`config.mk`:
```
export PLATFORM = sky130hd
export DESIGN_NAME = ps2_key_decoder
export DESIGN_NICKNAME = d
export VERILOG_FILES = /design/src/rtl/ps2_pkg.sv /design/src/rtl/ps2_frame_rx.sv /design/src/rtl/ps2_key_decoder.sv
export SDC_FILE = /design/constraint.sdc
export NUM_CORES = 1
export LEC_CHECK = 0
export BUFFER_PORTS_ARGS = -buffer_cell sky130_fd_sc_hd__buf_2
export CAP_MARGIN = 0
export CORE_ASPECT_RATIO = 0.7
export CORE_MARGIN = 2
export CORE_UTILIZATION = 40
export CTS_CLUSTER_SIZE = 25
export DETAILED_ROUTE_END_ITERATION = 7
export SLEW_MARGIN = 20
export SYNTH_ARGS = -nofsm -noshare
export SYNTH_HDL_FRONTEND = slang
export SYNTH_SLANG_ARGS = --single-unit
```
`constraint.sdc`:
```
create_clock -name clk -period 2.75 [get_ports clk]
set_clock_uncertainty 0.2 [all_clocks]
set_input_delay 0.275 -clock clk [delete_from_list [all_inputs] [get_ports clk]]
set_output_delay 0.275 -clock clk [all_outputs]
set_load 0.005 [all_outputs]
```
`src/rtl/ps2_pkg.sv`:
```
// Shared PS/2 keyboard definitions: scan codes, prefix and control bytes,
// odd-parity helper and the prefix FSM state type.
package ps2_pkg;

  localparam logic [7:0] SC_LEFT  = 8'h6B;
  localparam logic [7:0] SC_RIGHT = 8'h74;
  localparam logic [7:0] SC_UP    = 8'h75;
  localparam logic [7:0] SC_DOWN  = 8'h72;
  localparam logic [7:0] PFX_EXT  = 8'hE0;
  localparam logic [7:0] PFX_BRK  = 8'hF0;

  // Keyboard status/ack bytes that carry no key information
  localparam int          CTRL_COUNT = 6;
  localparam logic [47:0] CTRL_LIST  = {8'h00, 8'hAA, 8'hE1, 8'hFA, 8'hFE, 8'hFF};

  typedef enum logic [1:0] {
    IDLE    = 2'd0,
    EXT     = 2'd1,
    BRK     = 2'd2,
    EXT_BRK = 2'd3
  } key_state_t;

  function automatic logic odd_parity(input logic [7:0] d);
    return ~^d;
  endfunction

  function automatic logic is_control(input logic [7:0] b);
    logic hit;
    hit = 1'b0;
    for (int i = 0; i < CTRL_COUNT; i++) begin
      if (CTRL_LIST[i*8 +: 8] == b) hit = 1'b1;
    end
    return hit;
  endfunction

endpackage

```
`src/rtl/ps2_frame_rx.sv`:
```
// PS/2 receiver: pin synchronizers, clock glitch filter, 11-bit deserializer
// with start/parity/stop checks and an inter-bit timeout.
module ps2_frame_rx
  import ps2_pkg::*;
#(
  parameter int FILTER_LEN = 8,
  parameter int TIMEOUT    = 50_000
) (
  input  logic       clk,
  input  logic       reset,
  input  logic       ps2_clk,
  input  logic       ps2_data,
  output logic [7:0] rx_byte,
  output logic       byte_valid,
  output logic       frame_err
);

  localparam int TW = $clog2(TIMEOUT + 1);

  logic [1:0]            clk_sync_reg;
  logic [1:0]            data_sync_reg;
  logic [FILTER_LEN-1:0] filter_reg;
  logic                  filt_clk_reg;
  logic [10:0]           frame_reg;
  logic [3:0]            bit_cnt_reg;
  logic [TW-1:0]         tmo_cnt_reg;
  logic [7:0]            byte_reg;
  logic                  byte_valid_reg;
  logic                  frame_err_reg;

  logic        fall_edge;
  logic [10:0] frame_next;
  logic        frame_ok;

  // The edge is taken in the same cycle the filtered clock commits to 0
  assign fall_edge  = filt_clk_reg && (filter_reg == '0);
  assign frame_next = {data_sync_reg[1], frame_reg[10:1]};
  assign frame_ok   = !frame_next[0] && frame_next[10] &&
                      (frame_next[9] == odd_parity(frame_next[8:1]));

  always_ff @(posedge clk) begin
    if (reset) begin
      clk_sync_reg   <= 2'b11;
      data_sync_reg  <= 2'b11;
      filter_reg     <= '1;
      filt_clk_reg   <= 1'b1;
      frame_reg      <= '0;
      bit_cnt_reg    <= '0;
      tmo_cnt_reg    <= '0;
      byte_reg       <= '0;
      byte_valid_reg <= 1'b0;
      frame_err_reg  <= 1'b0;
    end else begin
      clk_sync_reg   <= {clk_sync_reg[0], ps2_clk};
      data_sync_reg  <= {data_sync_reg[0], ps2_data};
      filter_reg     <= {filter_reg[FILTER_LEN-2:0], clk_sync_reg[1]};
      byte_valid_reg <= 1'b0;
      frame_err_reg  <= 1'b0;
      if (filter_reg == '1)      filt_clk_reg <= 1'b1;
      else if (filter_reg == '0) filt_clk_reg <= 1'b0;

      if (fall_edge) begin
        frame_reg   <= frame_next;
        tmo_cnt_reg <= '0;
        if (bit_cnt_reg == 4'd10) begin
          bit_cnt_reg <= '0;
          if (frame_ok) begin
            byte_reg       <= frame_next[8:1];
            byte_valid_reg <= 1'b1;
          end else begin
            frame_err_reg <= 1'b1;
          end
        end else begin
          bit_cnt_reg <= bit_cnt_reg + 4'd1;
        end
      end else if (bit_cnt_reg != 4'd0) begin
        // Stalled partial frame is dropped silently
        if (tmo_cnt_reg == TW'(TIMEOUT)) begin
          bit_cnt_reg <= '0;
          tmo_cnt_reg <= '0;
        end else begin
          tmo_cnt_reg <= tmo_cnt_reg + TW'(1);
        end
      end
    end
  end

  assign rx_byte    = byte_reg;
  assign byte_valid = byte_valid_reg;
  assign frame_err  = frame_err_reg;

endmodule

```
`src/rtl/ps2_key_decoder.sv`:
```
// PS/2 keyboard front end: folds E0/F0 prefixes into a held-key level output
// for the maze movement logic.
module ps2_key_decoder
  import ps2_pkg::*;
#(
  parameter int FILTER_LEN = 8,
  parameter int TIMEOUT    = 50_000
) (
  input  logic       clk,
  input  logic       reset,
  input  logic       ps2_clk,
  input  logic       ps2_data,
  output logic [7:0] key_code,
  output logic       key_ext,
  output logic       key_valid,
  output logic       frame_err
);

  logic [7:0] rx_byte;
  logic       byte_valid;

  ps2_frame_rx #(
    .FILTER_LEN(FILTER_LEN),
    .TIMEOUT   (TIMEOUT)
  ) u_frame_rx (
    .clk       (clk),
    .reset     (reset),
    .ps2_clk   (ps2_clk),
    .ps2_data  (ps2_data),
    .rx_byte   (rx_byte),
    .byte_valid(byte_valid),
    .frame_err (frame_err)
  );

  key_state_t state_reg, state_next;
  logic [7:0] key_code_reg, key_code_next;
  logic       key_ext_reg, key_ext_next;
  logic       key_valid_reg, key_valid_next;
  logic       is_pfx, do_make, do_break, ev_ext;

  always_ff @(posedge clk) begin
    if (reset) begin
      state_reg     <= IDLE;
      key_code_reg  <= '0;
      key_ext_reg   <= 1'b0;
      key_valid_reg <= 1'b0;
    end else begin
      state_reg     <= state_next;
      key_code_reg  <= key_code_next;
      key_ext_reg   <= key_ext_next;
      key_valid_reg <= key_valid_next;
    end
  end

  always_comb begin
    state_next     = state_reg;
    key_code_next  = key_code_reg;
    key_ext_next   = key_ext_reg;
    key_valid_next = 1'b0;
    do_make        = 1'b0;
    do_break       = 1'b0;
    ev_ext         = 1'b0;
    is_pfx         = (rx_byte == PFX_EXT) || (rx_byte == PFX_BRK);
    if (byte_valid) begin
      if (is_control(rx_byte)) begin
        state_next = IDLE;
      end else begin
        // Repeated or out-of-order prefixes accumulate instead of decoding
        case (state_reg)
          IDLE: begin
            if (rx_byte == PFX_EXT)      state_next = EXT;
            else if (rx_byte == PFX_BRK) state_next = BRK;
            else                         do_make    = 1'b1;
          end
          EXT: begin
            ev_ext = 1'b1;
            if (rx_byte == PFX_BRK)      state_next = EXT_BRK;
            else if (!is_pfx)            do_make    = 1'b1;
          end
          BRK: begin
            if (rx_byte == PFX_EXT)      state_next = EXT_BRK;
            else if (!is_pfx)            do_break   = 1'b1;
          end
          default: begin
            ev_ext = 1'b1;
            if (!is_pfx) do_break = 1'b1;
          end
        endcase
        if (!is_pfx) state_next = IDLE;
      end
    end
    if (do_make) begin
      key_code_next  = rx_byte;
      key_ext_next   = ev_ext;
      key_valid_next = 1'b1;
    end
    // Only releasing the currently held key clears the output
    if (do_break && rx_byte == key_code_reg && ev_ext == key_ext_reg) begin
      key_code_next = '0;
      key_ext_next  = 1'b0;
    end
  end

  assign key_code  = key_code_reg;
  assign key_ext   = key_ext_reg;
  assign key_valid = key_valid_reg;

endmodule

```
==> load_flow_metrics.sql <==
INSERT INTO impl_metrics (metric_group, metric, value, unit) VALUES
('sta', 'finalHoldViolCount', '0', ''),
('drt', 'routedWlPerCell', '13.4', 'um'),
('worst_hold_path', 'timing.hold.worst.start', 'reset', ''),
('sta', 'number_of_pins_with_negative_max_slew_slack_in_the_final_report', '0', ''),
('grt', 'first_global_vias', '2179', ''),
('yosys', 'netlist.top_cell.by_area', 'sky130_fd_sc_hd__dfxtp_1', ''),
('sta', 'finalSetupViolations', '0', ''),
('clock_tree', 'post_cts_hold_fix_bufs', '2', ''),
('grt', 'antenna_violations_before_repair', '0', ''),
('critical_path', 'timing.critical_path.required', '2.76', 'ns'),
('floorplanning', 'die_height', '77.3', 'um'),
('floorplanning', 'num_io_pins', '15', ''),
('floorplanning', 'die_x', '109', 'um'),
('yosys', 'post_synth_main_area_contributors', 'sky130_fd_sc_hd__dfxtp_1 42%, sky130_fd_sc_hd__a21oi_1 4.6%, sky130_fd_sc_hd__xnor2_1 4.6%', ''),
('layout', 'post_route_cells_drive_above_1_share', '17.3', '%'),
('floorplanning', 'core_region_area', '0.00738', 'sq mm'),
('yosys', 'synth_fp_nets', '344', ''),
('critical_path', 'rr_endpoint', 'u_frame_rx.tmo_cnt_reg[9]', ''),
('clock_tree', 'tritoncts_num_sinks', '65', ''),
('power', 'powerDensity', '543', 'mW/mm^2'),
('drt', 'routed_wl', '6.06', 'mm'),
('layout', 'syn2layout_area_growth', '13.2', '%'),
('clock_tree', 'cts.htree.levels', '3', ''),
('yosys', 'postSynth.asyncResetShare', '0', '%'),
('sta', 'fin_setup_tns', '0', 'ns'),
('sta', 'relSlewSlack', '43.8', '%'),
('yosys', 'post_synth_num_cell_types', '58', ''),
('drt', 'drt-initial-drc-count', '133', ''),
('floorplanning', 'placement_rows', '26', ''),
('grt', 'gr-usage-all-layers', '16.0', '%'),
('sta', 'rsz_0062_raised_after_global_routing', 'no', ''),
('outcome', 'run_status', 'completed', ''),
('critical_path', 'worst_r2r_path_depth', '7', ''),
('worst_hold_path', 'hold_end', 'u_frame_rx.tmo_cnt_reg[2]', ''),
('drt', 'detail_route.vias_per_cell', '5.27', ''),
('clock_tree', 'post_cts_buffers', '0', ''),
('placed_design', 'dp_worst_setup_slack', '0.369', 'ns'),
('sta', 'worst_tran_pin_value', '0.841', 'ns'),
('layout', 'final_net_count', '361', ''),
('yosys', 'synth_enable_flop_cells', '0', ''),
('yosys', 'most_frequently_used_flop_master_after_synthesis', 'sky130_fd_sc_hd__dfxtp_1', ''),
('critical_path', 'crit_path_start_kind', 'flip-flop', ''),
('yosys', 'synth_top_cell_area_share', '42.4', '%'),
('critical_path', 'timing.reg2reg.setup_slack', '0.39', 'ns'),
('yosys', 'postSynthAreaPerCell', '9.28', 'sq um'),
('drt', 'remaining_drc_errors', '0', ''),
('sta', 'final_critical_path_setup_slack', '0.394', 'ns'),
('placed_design', 'quantity_of_i_o_buffers_inserted_on_ports', '14', ''),
('worst_hold_path', 'hold_path_depth', '3', ''),
('layout', 'layout.cells.most_common', 'sky130_fd_sc_hd__dfxtp_1', ''),
('critical_path', 'slowest_stage_cell_crit_path', 'sky130_fd_sc_hd__or4b_1', ''),
('floorplanning', 'initial_core_utilization', '41.6', '%'),
('critical_path', 'arrival', '2.37', 'ns'),
('placed_design', 'routability_congestion_estimate', '0.791', ''),
('critical_path', 'worstPathMaxFanout', '11', ''),
('yosys', 'gate_count_post_synth', '331', ''),
('yosys', 'yosysWarningCount', '0', ''),
('sta', 'max_freq', '424', 'MHz'),
('yosys', 'synth.yosys.seq_area_share', '42.4', '%'),
('critical_path', 'timing.critical_path.slowest_cell_delay', '0.48', 'ns'),
('drt', 'ant_nets', '0', ''),
('clock_tree', 'cts_resized', '0', ''),
('run', 'drv.max_cap_violation_count', '0', ''),
('critical_path', 'crit-reg2reg-launch', 'u_frame_rx.tmo_cnt_reg[0]', ''),
('clock_tree', 'cts_tree', 'built', ''),
('yosys', 'yosys_register_bits', '65', ''),
('clock_tree', 'cts_buffers', '9', ''),
('clock_tree', 'cts-root-buf', 'sky130_fd_sc_hd__clkbuf_8', ''),
('critical_path', 'path_cells', 'inv_1 > ha_1 > or4b_1 > nor4_4 > nand2_1 > nand2b_1 > nor2_1', ''),
('grt', 'grt_overflow', '0', ''),
('critical_path', 'end_kind', 'flip-flop', '');
[metal layers]
layer | GRT usage (%) | up-vias | wire length (um)
met4 | 4.62 | 0 | 28
met5 | 0 | - | 0
met3 | 5.61 | 2 | 250
li1 | - | 1219 | -
met2 | 21.1 | 38 | 2390
met1 | 24.2 | 1118 | 3390
[Yosys cell counts (2+ instances only)]
master                      instances
sky130_fd_sc_hd__dfxtp_1           65
sky130_fd_sc_hd__nor2_1            32
sky130_fd_sc_hd__a21oi_1           28
sky130_fd_sc_hd__o21ai_0           22
sky130_fd_sc_hd__nand3_1           19
sky130_fd_sc_hd__xnor2_1           16
sky130_fd_sc_hd__or2_2             13
sky130_fd_sc_hd__mux2i_1           11
sky130_fd_sc_hd__nand2_1           10
sky130_fd_sc_hd__ha_1               9
sky130_fd_sc_hd__xor2_1             9
sky130_fd_sc_hd__clkbuf_1           8
sky130_fd_sc_hd__inv_1              8
sky130_fd_sc_hd__nor4_1             8
sky130_fd_sc_hd__o31ai_1            7
sky130_fd_sc_hd__nand4_1            6
sky130_fd_sc_hd__nand3b_1           5
sky130_fd_sc_hd__buf_2              4
sky130_fd_sc_hd__nor3_1             3
sky130_fd_sc_hd__nor3b_1            3
sky130_fd_sc_hd__a31oi_1            2
sky130_fd_sc_hd__and3_1             2
sky130_fd_sc_hd__nand2b_1           2
sky130_fd_sc_hd__nor2b_1            2
sky130_fd_sc_hd__nor4b_4            2
sky130_fd_sc_hd__o2111ai_1          2
sky130_fd_sc_hd__or3_1              2
[worst max-delay path: cells and delay by family (launching register included)]
| kind | cells | cell delay (ns) |
|---|---|---|
| adder cells (fa/ha/maj) | 1 | 0.13 |
| buffers and inverters | 1 | 0.09 |
| flip-flops | 1 | 0.34 |
| AND/OR/NAND/NOR | 5 | 1.46 |
[kinds of logic (layout without fill, tap and decap cells)]
| group | after synthesis | count (layout) | synth area share [%] |
|---|---|---|---|
| multiplexers | 11 | 11 | 3.58 |
| flip-flops | 65 | 65 | 42.4 |
| XOR/XNOR | 27 | 27 | 8.43 |
| buffers and inverters | 23 | 45 | 3.34 |
| AO/OA/AOI/OAI | 75 | 75 | 14.9 |
| adder cells (fa/ha/maj) | 9 | 9 | 3.67 |
| AND/OR/NAND/NOR | 121 | 121 | 23.7 |
[how the worst max path moves through the flow]
stage,from,to,cells past startpoint
after floorplan,u_frame_rx.bit_cnt_reg[0],u_frame_rx.tmo_cnt_reg[14],7
after global placement,u_frame_rx.tmo_cnt_reg[0],u_frame_rx.tmo_cnt_reg[6],7
after detailed placement,u_frame_rx.tmo_cnt_reg[0],u_frame_rx.tmo_cnt_reg[10],7
after CTS,u_frame_rx.tmo_cnt_reg[0],u_frame_rx.tmo_cnt_reg[9],7
after global routing,u_frame_rx.tmo_cnt_reg[0],u_frame_rx.tmo_cnt_reg[9],7
final,u_frame_rx.tmo_cnt_reg[0],u_frame_rx.tmo_cnt_reg[9],7
[area by class of cell]
cell class,instances,area [sq um]
Tap cell,98,123
Timing Repair Buffer,21,128
Clock buffer,11,151
Clock inverter,5,77.6
Sequential cell,65,1300
Multi-Input combinational cell,243,1670
Fill cell,720,3910
Inverter,8,30.0
[power breakdown]
group	switching, mW	internal, mW	leakage (nW)
clock network	0.360	0.557	0.115
registers	0.00165	0.945	0.525
logic	0.0165	0.00886	0.680
[per-stage QoR]
step | area, sq um | utilization (%) | power, mW | std cells | hold slack (ns)
after floorplan | 3070 | - | 0.984 | 331 | 0.179
after global placement | 3230 | 43.7 | 0.991 | 433 | 0.194
after detailed placement | 3230 | 43.7 | 0.992 | 433 | 0.194
after CTS | 3480 | 47.1 | 1.91 | 451 | 0.172
after global routing | 3480 | 47.1 | 1.96 | 451 | 0.193
final | 3480 | 47.1 | 1.89 | 451 | 0.174
(Power assumes the default switching activity.)
